--- src/rtl/bpsk_tx_scheduler.sv ---
// Round-robin scheduler sharing one BPSK symbol stream between a Hamming and a BCH encoder.
// Define BPSK_PREAMBLE_EN to prefix every frame with the +1,-1,+1,-1 preamble.
module bpsk_tx_scheduler #(
    parameter int HAM_N = 12,
    parameter int BCH_N = 15,
    parameter int GAP   = 2
) (
    input  logic             clk,
    input  logic             rst_n,
    input  logic             ham_valid,
    input  logic [HAM_N-1:0] ham_data,
    output logic             ham_ready,
    input  logic             bch_valid,
    input  logic [BCH_N-1:0] bch_data,
    output logic             bch_ready,
    output logic             sym_valid,
    output logic [1:0]       sym_data,
    input  logic             sym_ready,
    output logic             sym_last,
    output logic             sym_src,
    output logic             busy
);

    localparam int CW = $clog2(BCH_N + 1);
    localparam int GW = (GAP > 1) ? $clog2(GAP) : 1;
    localparam logic [CW-1:0] ONE_CW   = CW'(1);
    localparam logic [CW-1:0] ZERO_CW  = CW'(0);
    localparam logic [CW-1:0] HAM_LEN  = CW'(HAM_N);
    localparam logic [CW-1:0] BCH_LEN  = CW'(BCH_N);
    localparam logic [GW-1:0] ZERO_GW  = GW'(0);
    localparam logic [GW-1:0] ONE_GW   = GW'(1);
    localparam logic [GW-1:0] GAP_LAST = GW'(GAP - 1);

`ifdef BPSK_PREAMBLE_EN
    typedef enum logic [1:0] {ST_IDLE = 2'd0, ST_SEND = 2'd1, ST_GAP = 2'd2, ST_PRE = 2'd3} state_t;
    localparam logic [CW-1:0] PRE_LAST = CW'(3);
    localparam state_t AFTER_ACCEPT = ST_PRE;
`else
    typedef enum logic [1:0] {ST_IDLE = 2'd0, ST_SEND = 2'd1, ST_GAP = 2'd2} state_t;
    localparam state_t AFTER_ACCEPT = ST_SEND;
`endif
    localparam state_t AFTER_SEND = (GAP > 0) ? ST_GAP : ST_IDLE;

    state_t           state_r;
    state_t           state_s;
    logic             rr_ptr_r;
    logic [BCH_N-1:0] shreg_r;
    logic [CW-1:0]    cnt_r;
    logic [CW-1:0]    len_r;
    logic [GW-1:0]    gap_cnt_r;
    logic             src_r;

    logic grant_ham_s;
    logic grant_bch_s;
    logic accept_s;
    logic last_s;
    logic gap_done_s;

    // rr_ptr only breaks ties; a lone valid source always wins.
    assign grant_ham_s = ham_valid & (~bch_valid | ~rr_ptr_r);
    assign grant_bch_s = bch_valid & (~ham_valid | rr_ptr_r);
    assign accept_s    = (state_r == ST_IDLE) & (grant_ham_s | grant_bch_s);
    assign last_s      = (cnt_r == (len_r - ONE_CW));
    assign gap_done_s  = (gap_cnt_r == GAP_LAST);
    assign sym_src     = src_r;
    assign busy        = (state_r != ST_IDLE);

    // State register.
    always_ff @(posedge clk or negedge rst_n) begin
        if (!rst_n) begin
            state_r <= ST_IDLE;
        end else begin
            state_r <= state_s;
        end
    end

    // Next-state logic.
    always_comb begin
        state_s = state_r;
        case (state_r)
            ST_IDLE: begin
                if (accept_s) begin
                    state_s = AFTER_ACCEPT;
                end else begin
                    state_s = ST_IDLE;
                end
            end
`ifdef BPSK_PREAMBLE_EN
            ST_PRE: begin
                if (sym_ready && (cnt_r == PRE_LAST)) begin
                    state_s = ST_SEND;
                end else begin
                    state_s = ST_PRE;
                end
            end
`endif
            ST_SEND: begin
                if (sym_ready && last_s) begin
                    state_s = AFTER_SEND;
                end else begin
                    state_s = ST_SEND;
                end
            end
            ST_GAP: begin
                if (gap_done_s) begin
                    state_s = ST_IDLE;
                end else begin
                    state_s = ST_GAP;
                end
            end
            default: state_s = ST_IDLE;
        endcase
    end

    // Output decode: readys only in IDLE, symbols only in PRE/SEND.
    always_comb begin
        ham_ready = 1'b0;
        bch_ready = 1'b0;
        sym_valid = 1'b0;
        sym_data  = 2'b00;
        sym_last  = 1'b0;
        case (state_r)
            ST_IDLE: begin
                ham_ready = grant_ham_s;
                bch_ready = grant_bch_s;
            end
`ifdef BPSK_PREAMBLE_EN
            ST_PRE: begin
                sym_valid = 1'b1;
                sym_data  = cnt_r[0] ? 2'b11 : 2'b01;
            end
`endif
            ST_SEND: begin
                sym_valid = 1'b1;
                sym_data  = shreg_r[0] ? 2'b11 : 2'b01;
                sym_last  = last_s;
            end
            default: begin
                sym_valid = 1'b0;
            end
        endcase
    end

    // Frame datapath: codeword latch, symbol/gap counters and round-robin pointer.
    always_ff @(posedge clk or negedge rst_n) begin
        if (!rst_n) begin
            rr_ptr_r  <= 1'b0;
            shreg_r   <= '0;
            cnt_r     <= ZERO_CW;
            len_r     <= ZERO_CW;
            gap_cnt_r <= ZERO_GW;
            src_r     <= 1'b0;
        end else begin
            case (state_r)
                ST_IDLE: begin
                    if (accept_s) begin
                        shreg_r   <= grant_bch_s ? bch_data
                                                 : {{(BCH_N-HAM_N){1'b0}}, ham_data};
                        len_r     <= grant_bch_s ? BCH_LEN : HAM_LEN;
                        cnt_r     <= ZERO_CW;
                        gap_cnt_r <= ZERO_GW;
                        src_r     <= grant_bch_s;
                        rr_ptr_r  <= ~grant_bch_s;
                    end
                end
`ifdef BPSK_PREAMBLE_EN
                ST_PRE: begin
                    if (sym_ready) begin
                        cnt_r <= (cnt_r == PRE_LAST) ? ZERO_CW : (cnt_r + ONE_CW);
                    end
                end
`endif
                ST_SEND: begin
                    if (sym_ready) begin
                        shreg_r <= {1'b0, shreg_r[BCH_N-1:1]};
                        cnt_r   <= cnt_r + ONE_CW;
                    end
                end
                ST_GAP: begin
                    gap_cnt_r <= gap_cnt_r + ONE_GW;
                end
                default: begin
                    gap_cnt_r <= gap_cnt_r;
                end
            endcase
        end
    end

endmodule

--- config.mk ---
export PLATFORM = sky130hd
export DESIGN_NAME = bpsk_tx_scheduler
export DESIGN_NICKNAME = d
export VERILOG_FILES = /design/src/rtl/bpsk_tx_scheduler.sv
export SDC_FILE = /design/constraint.sdc
export NUM_CORES = 1
export LEC_CHECK = 0
export BUFFER_PORTS_ARGS = -buffer_cell sky130_fd_sc_hd__buf_2
export CORE_UTILIZATION = 55
export DETAILED_ROUTE_END_ITERATION = 8
export GPL_ROUTABILITY_DRIVEN = 0
export PLACE_DENSITY = 0.93
export SYNTH_ARGS = -nofsm -noshare
export SYNTH_HDL_FRONTEND = slang
export SYNTH_SLANG_ARGS = --single-unit
--- constraint.sdc ---
create_clock -name clk -period 3.29 [get_ports clk]
set_clock_uncertainty 0.1 [all_clocks]
set_input_delay 0.1645 -clock clk [delete_from_list [all_inputs] [get_ports clk]]
set_output_delay 0.1645 -clock clk [all_outputs]
set_load 0.02 [all_outputs]
==> results of run 1 <==
-- metal layers --
metal,part of all wire (%),track usage [%]
met1,42,34.8
met3,5.5,3.98
met2,51,42.2
met5,0,0
met4,2.0,11.1
-- through the flow --
stage                     util (%)  area, µm²  power (mW)  cells  worst slack (ns)
after CTS                     64.2       1760        1.49    225              1.06
final                         64.2       1760        1.49    225              1.03
after global placement        62.4       1710        1.30    219              1.25
after global routing          64.2       1760        1.60    225             0.908
after floorplan                  -       1570        1.18    169              1.64
after detailed placement      62.4       1710        1.34    219              1.12
-- repair_timing --
| item | CTS | global route |
|---|---|---|
| endpoints found under the setup margin | 0 | 0 |
| hold endpoints to repair | 26 | 0 |
| hold buffers | 2 | 0 |
| gates resized for setup | 0 | 0 |
-- final timing paths --
kind	endpoint	startpoint	cells past startpoint	slack, ns
setup / recovery	bch_ready	rr_ptr_r	3	1.03
hold / removal	shreg_r[7]	ham_data[7]	3	0.05
setup reg to reg	cnt_r[3]	state_r[0]	3	1.08
hold reg to reg	len_r[2]	len_r[2]	2	0.38
max in group asynchronous	shreg_r[11]	rst_n	2	2.45
min in group asynchronous	shreg_r[14]	rst_n	2	0.25
-- layout by cell type (no fill, tap or decap), types with 2 or more instances in the layout --
cell type      count
and3_1             2
clkbuf_4           3
a21oi_1           14
dlygate4sd3_1      2
nand4b_1          12
buf_2             39
a211o_1           12
o31ai_1            5
nand2b_1           2
xor2_1             2
o21ai_1            5
a32o_1            12
nand2_1            7
o21ai_0            3
and3b_1            2
a41oi_1            2
inv_1              4
ha_1               2
dfrtp_1           25
or3_1              2
nor2_1             5
nand3_1           15
-- sequential cells by signal, indices dropped and copies added, names as in the netlist --
register / cells
cnt_r: 4
shreg_r: 15
state_r: 2
rr_ptr_r: 1
len_r: 2
gap_cnt_r: 1
-- worst max-delay path: stages, from the launching register on --
cell,delay (ns)
dfrtp_1,0.44
nand2b_1,0.61
and3_1,0.45
buf_2,0.16
-- kinds of logic after synthesis --
logic type | after synthesis | share of synthesized area, %
buffers and inverters | 26 | 7.89
adders and majority gates | 2 | 1.59
and+or+nand+nor | 53 | 20.5
xor gates and xnor gates | 3 | 1.67
muxes | 1 | 0.638
DFF | 25 | 39.9
AOI/OAI and AO/OA | 59 | 27.8
-- layout make-up --
cell class | instances | area share, %
Multi-Input combinational cell | 118 | 46.7
Sequential cell | 25 | 35.6
Timing Repair Buffer | 42 | 12.7
Tap cell | 31 | 2.21
Clock buffer | 3 | 1.28
Inverter | 5 | 1.07
Clock inverter | 1 | 0.428
-- power groups by stage --
stage | clock (mW) | sequential, mW | combinational, mW
after global placement | 0 | 0.569 | 0.728
after floorplan | 0 | 0.516 | 0.666
final | 0.145 | 0.576 | 0.769
after global routing | 0.163 | 0.597 | 0.840
after detailed placement | 0 | 0.579 | 0.763
after CTS | 0.148 | 0.572 | 0.767
==> results.json, run 1 <==
{
  "outcome": "finished clean",
  "synth_commonest_cells": "dfrtp_1 (25), nand3_1 (15), a21oi_1 (14)",
  "synth.ff_latch_count": 25,
  "cts.path.max_buffers": 2,
  "tightest_slew_ns": 0.994,
  "drc": 0,
  "whs_ns": 0.0518,
  "switchingPower_mw": 0.678,
  "min_period_over_period_pct": 68.6,
  "yosysTopAreaCell": "dfrtp_1",
  "die_x_um": 55.4,
  "hpwlAfterDp_um": 2580,
  "cellLeakagePower_nw": 0.764,
  "grt_first_pass_wirelength_um": 6430,
  "grt_start_max_net_pins": 35,
  "cts_tree": "yes",
  "drive_above_1_share_pct": 23.7,
  "cts_buffers": 3,
  "clk_latency_ns": 0.33,
  "clock.fmax_mhz": 443,
  "relSlewSlack_pct": 33.7,
  "synth_area_leaders": "dfrtp_1 (40%), a32o_1 (7.7%), a211o_1 (6.7%)",
  "cp-start-kind": "flip-flop",
  "p_int_mw": 0.812,
  "path_class": "reg -> out",
  "syn_avg_cell_area_um2": 9.28,
  "p_sw_share_pct": 45.5,
  "yosysUniqueCellTypes": 38,
  "cts.sinks": 25,
  "grt_pass1_vias": 1398,
  "async_flop_share_pct": 100,
  "port_buffers": 39,
  "dominantRegCellSynth": "dfrtp_1",
  "routed_wl_um": 3900,
  "yosysWarnings": 0,
  "seq_area_um2": 626,
  "routedWlPerCell_um": 17.3,
  "drtPass1Iterations": 4,
  "yosysSeqAreaShare_pct": 39.9,
  "netlist_area_mm2": 0.00157,
  "required_ns": 3.03,
  "initialDrtViolationCount": 126,
  "antenna_left": 0,
  "finalSetupTns_ns": 0,
  "viasPerCell": 6.66,
  "hp-class": "in -> reg",
  "cp.arrival_ns": 1.99,
  "min_period_ns": 2.26,
  "grt_setup_unrepaired": "no",
  "syn_inst": 169,
  "end_kind": "primary output",
  "final_nets": 229,
  "die_h_um": 55.4,
  "clock_power_share_pct": 9.7,
  "cp_max_fo": 27,
  "vdd_ir_drop_max_mv": 0.561,
  "n_fill_cell": 242,
  "comb_power_share_pct": 51.6,
  "start_util_pct": 57.4,
  "finalSetupViolations": 0,
  "vias": 1499,
  "track_usage_pct": 26.1,
  "synth_top_area_share_pct": 39.9,
  "multi_input_area_um2": 820,
  "io_pins": 40,
  "synthMostInstantiatedCell": "dfrtp_1",
  "path_clk_slew_ns": 0.15,
  "synth_edf_count": 0,
  "cts.htree.levels": 1,
  "max-cap-violations": 0,
  "antenna_found_initial": 0,
  "syn_to_final_growth_pct": 11.9,
  "insertedDiodeCount": 0,
  "drv_slew": 0,
  "post-cts-setup-buffers": 0,
  "grt_overflow": 0,
  "power_density_mw_per_mm2": 849,
  "syn_nets": 203,
  "hold_viol": 0,
  "fp.coreArea_mm2": 0.00273,
  "clockRootBuffer": "clkbuf_4",
  "rows": 19,
  "dieArea_mm2": 0.00307,
  "p_seq_share_pct": 38.7
}
Power figures use the tool's default switching activity.
==> run 2: changes to the inputs <==
- ABC_AREA: default -> 1
- CORE_UTILIZATION: 55 -> 53
- PLACE_DENSITY: 0.93 -> 0.9
- clock period: 3.29 -> 2.1 ns (I/O delays scaled with it)
==> run 2 against run 1 <==
The run now ends with design-rule violations left. Core utilization grew 0.96 points. Sequential power grew 33%. Non-clock buffer count up 1. Wire length is 12% lower. Worst setup slack got worse by 0.77 ns. Area after synthesis is 5.3% higher. Register-to-register slack got worse by 0.66 ns. Die area increased by 8.9%. Power increased by 40%. Sequential share of layout area decreased by 2.0 points. Via count rose by 4.4%. First-iteration DRC count down 27%. Critical path type unchanged. Highest routed layer unchanged.
==> results.json, run 2 <==
{
  "outcome": "finished with violations",
  "violations": "design-rule violations",
  "path_cells": "inv_1 > nand2_1 > nand2_1 > nor2_1 > buf_2",
  "cts.path.max_buffers": 2,
  "hold_viol": 0,
  "synth.ff_latch_count": 25,
  "power_density_mw_per_mm2": 1130,
  "viasPerCell": 5.00,
  "async_flop_share_pct": 100,
  "cpMaxStageDelayCell": "dfrtp_1",
  "syn_inst": 247,
  "drv_slew": 0,
  "yosysSeqAreaShare_pct": 37.9,
  "track_usage_pct": 23.0,
  "whs_ns": 0.0208,
  "syn_nets": 281,
  "routed_wl_um": 3450,
  "relSlewSlack_pct": 63.5,
  "antenna_left": 0,
  "regMostFlops": "shreg_r",
  "netlist_area_mm2": 0.00165,
  "fin_total_pwr_mw": 2.09,
  "cts.repair.resized": 0,
  "min_period_over_period_pct": 87.7,
  "io_pins": 40,
  "instances_no_fill": 313,
  "dieArea_mm2": 0.00334,
  "cts.sinks": 25,
  "clk_latency_ns": 0.31,
  "grt_overflow": 0,
  "finalSetupTns_ns": 0,
  "insertedDiodeCount": 0,
  "clock.fmax_mhz": 543,
  "tightest_slew_ns": 0.548,
  "required_ns": 1.89,
  "largest_register_ffs": 15,
  "grt_start_max_net_pins": 26,
  "drc": 5,
  "reg_top3": "shreg_r (15), cnt_r (4)",
  "synth_area_leaders": "dfrtp_1 (38%), nand2_1 (23%), nand3_1 (13%)",
  "synth_edf_count": 0,
  "synth_top_area_share_pct": 37.9,
  "cp-start-kind": "flip-flop",
  "hpwlAfterDp_um": 2450,
  "path_class": "reg -> out",
  "drive_above_1_share_pct": 19.1,
  "die_h_um": 57.8,
  "antenna_found_initial": 0,
  "start_util_pct": 57.9,
  "cts_tree": "yes",
  "cts_hold_buf": 3,
  "cp_common_cell": "nand2_1",
  "layout_common_cells": "nand2_1 (100), nand3_1 (42), buf_2 (39), inv_1 (37), dfrtp_1 (25)",
  "critPathMaxStageDelay_ns": 0.43,
  "grt_setup_unrepaired": "no",
  "dominantRegCellSynth": "dfrtp_1",
  "die_x_um": 57.8,
  "vias": 1565,
  "cts.htree.levels": 1,
  "fp.coreArea_mm2": 0.00285,
  "yosysWarnings": 0,
  "end_kind": "primary output",
  "final_nets": 317,
  "rows": 19,
  "grt_pass1_vias": 1374,
  "syn_to_final_growth_pct": 12.6,
  "cp_max_fo": 13,
  "max-cap-violations": 0,
  "grt_first_pass_wirelength_um": 5980,
  "routedWlPerCell_um": 11.0,
  "finalSetupViolations": 0,
  "yosysUniqueCellTypes": 20,
  "cellLeakagePower_nw": 1.15,
  "final_common_cell": "nand2_1",
  "cp.arrival_ns": 1.64,
  "yosysTopAreaCell": "dfrtp_1",
  "clockRootBuffer": "clkbuf_4",
  "cts_buffers": 3,
  "drtPass1Iterations": 6,
  "hp-class": "in -> reg",
  "path_clk_slew_ns": 0.13,
  "initialDrtViolationCount": 92,
  "synthMostInstantiatedCell": "nand2_1",
  "syn_avg_cell_area_um2": 6.69,
  "port_buffers": 39,
  "synth_commonest_cells": "nand2_1 (100), nand3_1 (42), inv_1 (37), dfrtp_1 (25), nor2_1 (10)",
  "n_fill_cell": 269,
  "vdd_ir_drop_max_mv": 0.735,
  "placed_cells": 306,
  "min_period_ns": 1.84,
  "post-cts-setup-buffers": 0
}
==> run 2: path summary, 6_finish.rpt <==
check	startpoint	endpoint	slack (ns)	cells past startpoint
max	rr_ptr_r	bch_ready	0.26	5
min	bch_data[13]	shreg_r[13]	0.02	5
max reg2reg	state_r[0]	shreg_r[1]	0.42	7
min reg2reg	len_r[2]	len_r[2]	0.37	2
max in group asynchronous	rst_n	state_r[0]	1.36	2
min in group asynchronous	rst_n	len_r[2]	0.18	2
==> run 2: where the power goes <==
part,switching (mW),internal [mW]
Combinational,0.733,0.380
Clock,0.142,0.0712
Sequential,0.120,0.647
Total,0.995,1.10
==> run 2: final cells by class <==
cell class                      count  area [µm²]  share of cell area, %
Clock buffer                        3        22.5                   1.21
Clock inverter                      1        5.00                  0.269
Inverter                           39         146                   7.87
Multi-Input combinational cell    171         788                   42.4
Sequential cell                    25         626                   33.6
Tap cell                           31        38.8                   2.09
Timing Repair Buffer               43         233                   12.5
==> run 2: stage by stage <==
stage               util, %  worst slack, ns  instance area [µm²]
finish                 65.2            0.259                 1860
global route           65.2           0.0855                 1860
CTS                    65.2            0.222                 1860
detailed placement     63.2            0.469                 1800
global placement       63.2            0.549                 1800
floorplan                 -            0.551                 1650
==> run 2: critical path, delay by kind of cell (launching register included) <==
family	cells	cell delay [ns]
buffers and inverters	2	0.24
DFF	1	0.43
and+or+nand+nor	3	0.65
==> run 2: per-layer routing <==
layer / up-vias / global-route usage, % / wire, µm
met5: - / 0 / 0
met4: 0 / 6.46 / 16
met3: 2 / 4.02 / 221
met2: 48 / 38.6 / 1630
met1: 696 / 30.8 / 1580
li1: 819 / - / -
==> run 2: cell families after synthesis <==
family	Yosys count	share of synthesized area [%]
buffers and inverters	51	14.4
adder cells (fa/ha/maj)	2	1.51
AO/OA/AOI/OAI	8	3.11
flip-flops	25	37.9
AND/OR/NAND/NOR	160	42.6
XOR/XNOR	1	0.530
==> run 3: changes to the inputs <==
- CAP_MARGIN: default -> 20
- CORE_UTILIZATION: 53 -> 55
- PLACE_DENSITY: 0.9 -> 0.93
- REMOVE_ABC_BUFFERS: default -> 1
- clock period: 2.1 -> 2.2 ns (I/O delays scaled with it)
==> run 3 against run 2 <==
The run still ends with design-rule violations left. Sequential share of layout area hardly changed. Core utilization is 1.2 points higher. Register-to-register slack improved by 0.08 ns. First-iteration DRC count fell by 14%. Wire length rose by 2.1%. Worst setup slack improved by 0.014 ns. Clock-buffer cell count unchanged. Cell area increased by 0.13%. Power down 3.5%. Critical path depth rose by 2. Hold slack got worse by 0.0033 ns. Critical endpoint is now sym_last. Largest power group unchanged.
==> results.json, run 3 (synthesized netlist as in run 2, its figures left out) <==
{
  "cts_buffers": 3,
  "cp-start-kind": "flip-flop",
  "crit-reg2reg-capture": "cnt_r[3]",
  "hold_viol": 0,
  "grt_first_pass_wirelength_um": 6200,
  "cellLeakagePower_nw": 1.14,
  "timing.rr.start": "state_r[0]",
  "vdd_ir_drop_max_mv": 0.666,
  "clock.fmax_mhz": 519,
  "cts_tree": "yes",
  "rrSetupSlack_ns": 0.50,
  "finalSetupViolations": 0,
  "hp-class": "in -> reg",
  "io_pins": 40,
  "max-cap-violations": 0,
  "reg_top3": "shreg_r (15), cnt_r (4)",
  "grt_overflow": 0,
  "fp.coreArea_mm2": 0.00281,
  "rows": 19,
  "dieArea_mm2": 0.00323,
  "cp-endpoint": "sym_last",
  "path_clk_slew_ns": 0.14,
  "vias": 1588,
  "cp_max_fo": 5,
  "drc": 4,
  "port_buffers": 39,
  "end_kind": "primary output",
  "layout_common_cells": "nand2_1 (100), nand3_1 (42), buf_2 (39), inv_1 (37), dfrtp_1 (25)",
  "relSlewSlack_pct": 63.1,
  "routed_wl_um": 3520,
  "antenna_left": 0,
  "critPathLaunch": "len_r[1]",
  "grt_pass1_vias": 1477,
  "initialDrtViolationCount": 79,
  "drive_above_1_share_pct": 19.1,
  "n_fill_cell": 254,
  "r2r_cells": 7,
  "drv_slew": 0,
  "grt_setup_unrepaired": "no",
  "clk_latency_ns": 0.33,
  "final_nets": 317,
  "clockRootBuffer": "clkbuf_4",
  "start_util_pct": 58.9,
  "min_period_over_period_pct": 87.6,
  "syn_to_final_growth_pct": 12.7,
  "post-cts-setup-buffers": 0,
  "viasPerCell": 5.07,
  "required_ns": 1.99,
  "cp.arrival_ns": 1.72,
  "grt_start_max_net_pins": 26,
  "hpwlAfterDp_um": 2450,
  "drtPass1Iterations": 6,
  "largest_register_ffs": 15,
  "regMostFlops": "shreg_r",
  "cts.path.max_buffers": 2,
  "tightest_slew_ns": 0.553,
  "finalSetupTns_ns": 0,
  "cts.htree.levels": 1,
  "fin_total_pwr_mw": 2.02,
  "outcome": "finished with violations",
  "power_density_mw_per_mm2": 1090,
  "min_period_ns": 1.93,
  "die_h_um": 56.8,
  "path_class": "reg -> out",
  "insertedDiodeCount": 0,
  "track_usage_pct": 24.3,
  "routedWlPerCell_um": 11.2,
  "die_x_um": 56.8,
  "final_common_cell": "nand2_1",
  "antenna_found_initial": 0,
  "cts.sinks": 25,
  "violations": "design-rule violations"
}
## run 3: final cells by class
type	count	area, µm²	share of cell area [%]
repair buffers	43	233	12.5
inverters	39	146	7.86
clock inverters	1	7.51	0.403
clock buffers	3	22.5	1.21
flip-flops and latches	25	626	33.6
well taps	31	38.8	2.08
multi-input cells	171	788	42.3
## run 3: stage by stage
| step | hold slack, ns | std cells | cell area, µm² | setup WS [ns] | utilization (%) |
|---|---|---|---|---|---|
| floorplan | -0.286 | 235 | 1560 | 0.0532 | - |
| global placement | 0.0298 | 306 | 1800 | 0.647 | 64.2 |
| detailed placement | 0.0342 | 306 | 1800 | 0.555 | 64.2 |
| CTS | 0.00388 | 313 | 1860 | 0.276 | 66.4 |
| global route | 0.0361 | 313 | 1860 | 0.104 | 66.4 |
| finish | 0.0176 | 313 | 1860 | 0.273 | 66.4 |
## run 3: timing repair
item | CTS | global route
hold buffers | 3 | 0
resized for setup | 0 | 0
endpoints found under the hold margin | 28 | 0
## run 3: worst min path at each step
stage | start | to | slack, ns | cells past startpoint
6_report | bch_data[12] | shreg_r[12] | 0.02 | 5
5_1_grt | bch_data[12] | shreg_r[12] | 0.04 | 5
4_1_cts | bch_data[12] | shreg_r[12] | 0.004 | 5
3_5_place_dp | rst_n | cnt_r[0] | 0.03 | 1
3_3_place_gp | rst_n | cnt_r[0] | 0.03 | 1
2_1_floorplan | rst_n | cnt_r[0] | -0.29 | 0
## run 3: layer usage
metal | track usage [%] | wire length (µm) | vias to the layer above
li1 | - | - | 821
met1 | 33.0 | 1590 | 704
met2 | 40.5 | 1690 | 57
met3 | 2.30 | 203 | 6
met4 | 8.71 | 43 | 0
met5 | 0 | 0 | -
## run 3: power by group
group / switching (mW) / leakage [nW] / total (mW) / internal [mW]
sequential: 0.122 / 0.320 / 0.739 / 0.618
clock: 0.141 / 0.0139 / 0.210 / 0.0696
combinational: 0.707 / 0.810 / 1.07 / 0.363
total: 0.970 / 1.14 / 2.02 / 1.05
## run 3: worst max-delay path, stage by stage (launching register included)
cell	delay, ns
dfrtp_1	0.46
ha_1	0.32
inv_1	0.08
nor2_1	0.05
nor2_1	0.15
nand2_1	0.08
nor2_1	0.09
buf_2	0.17
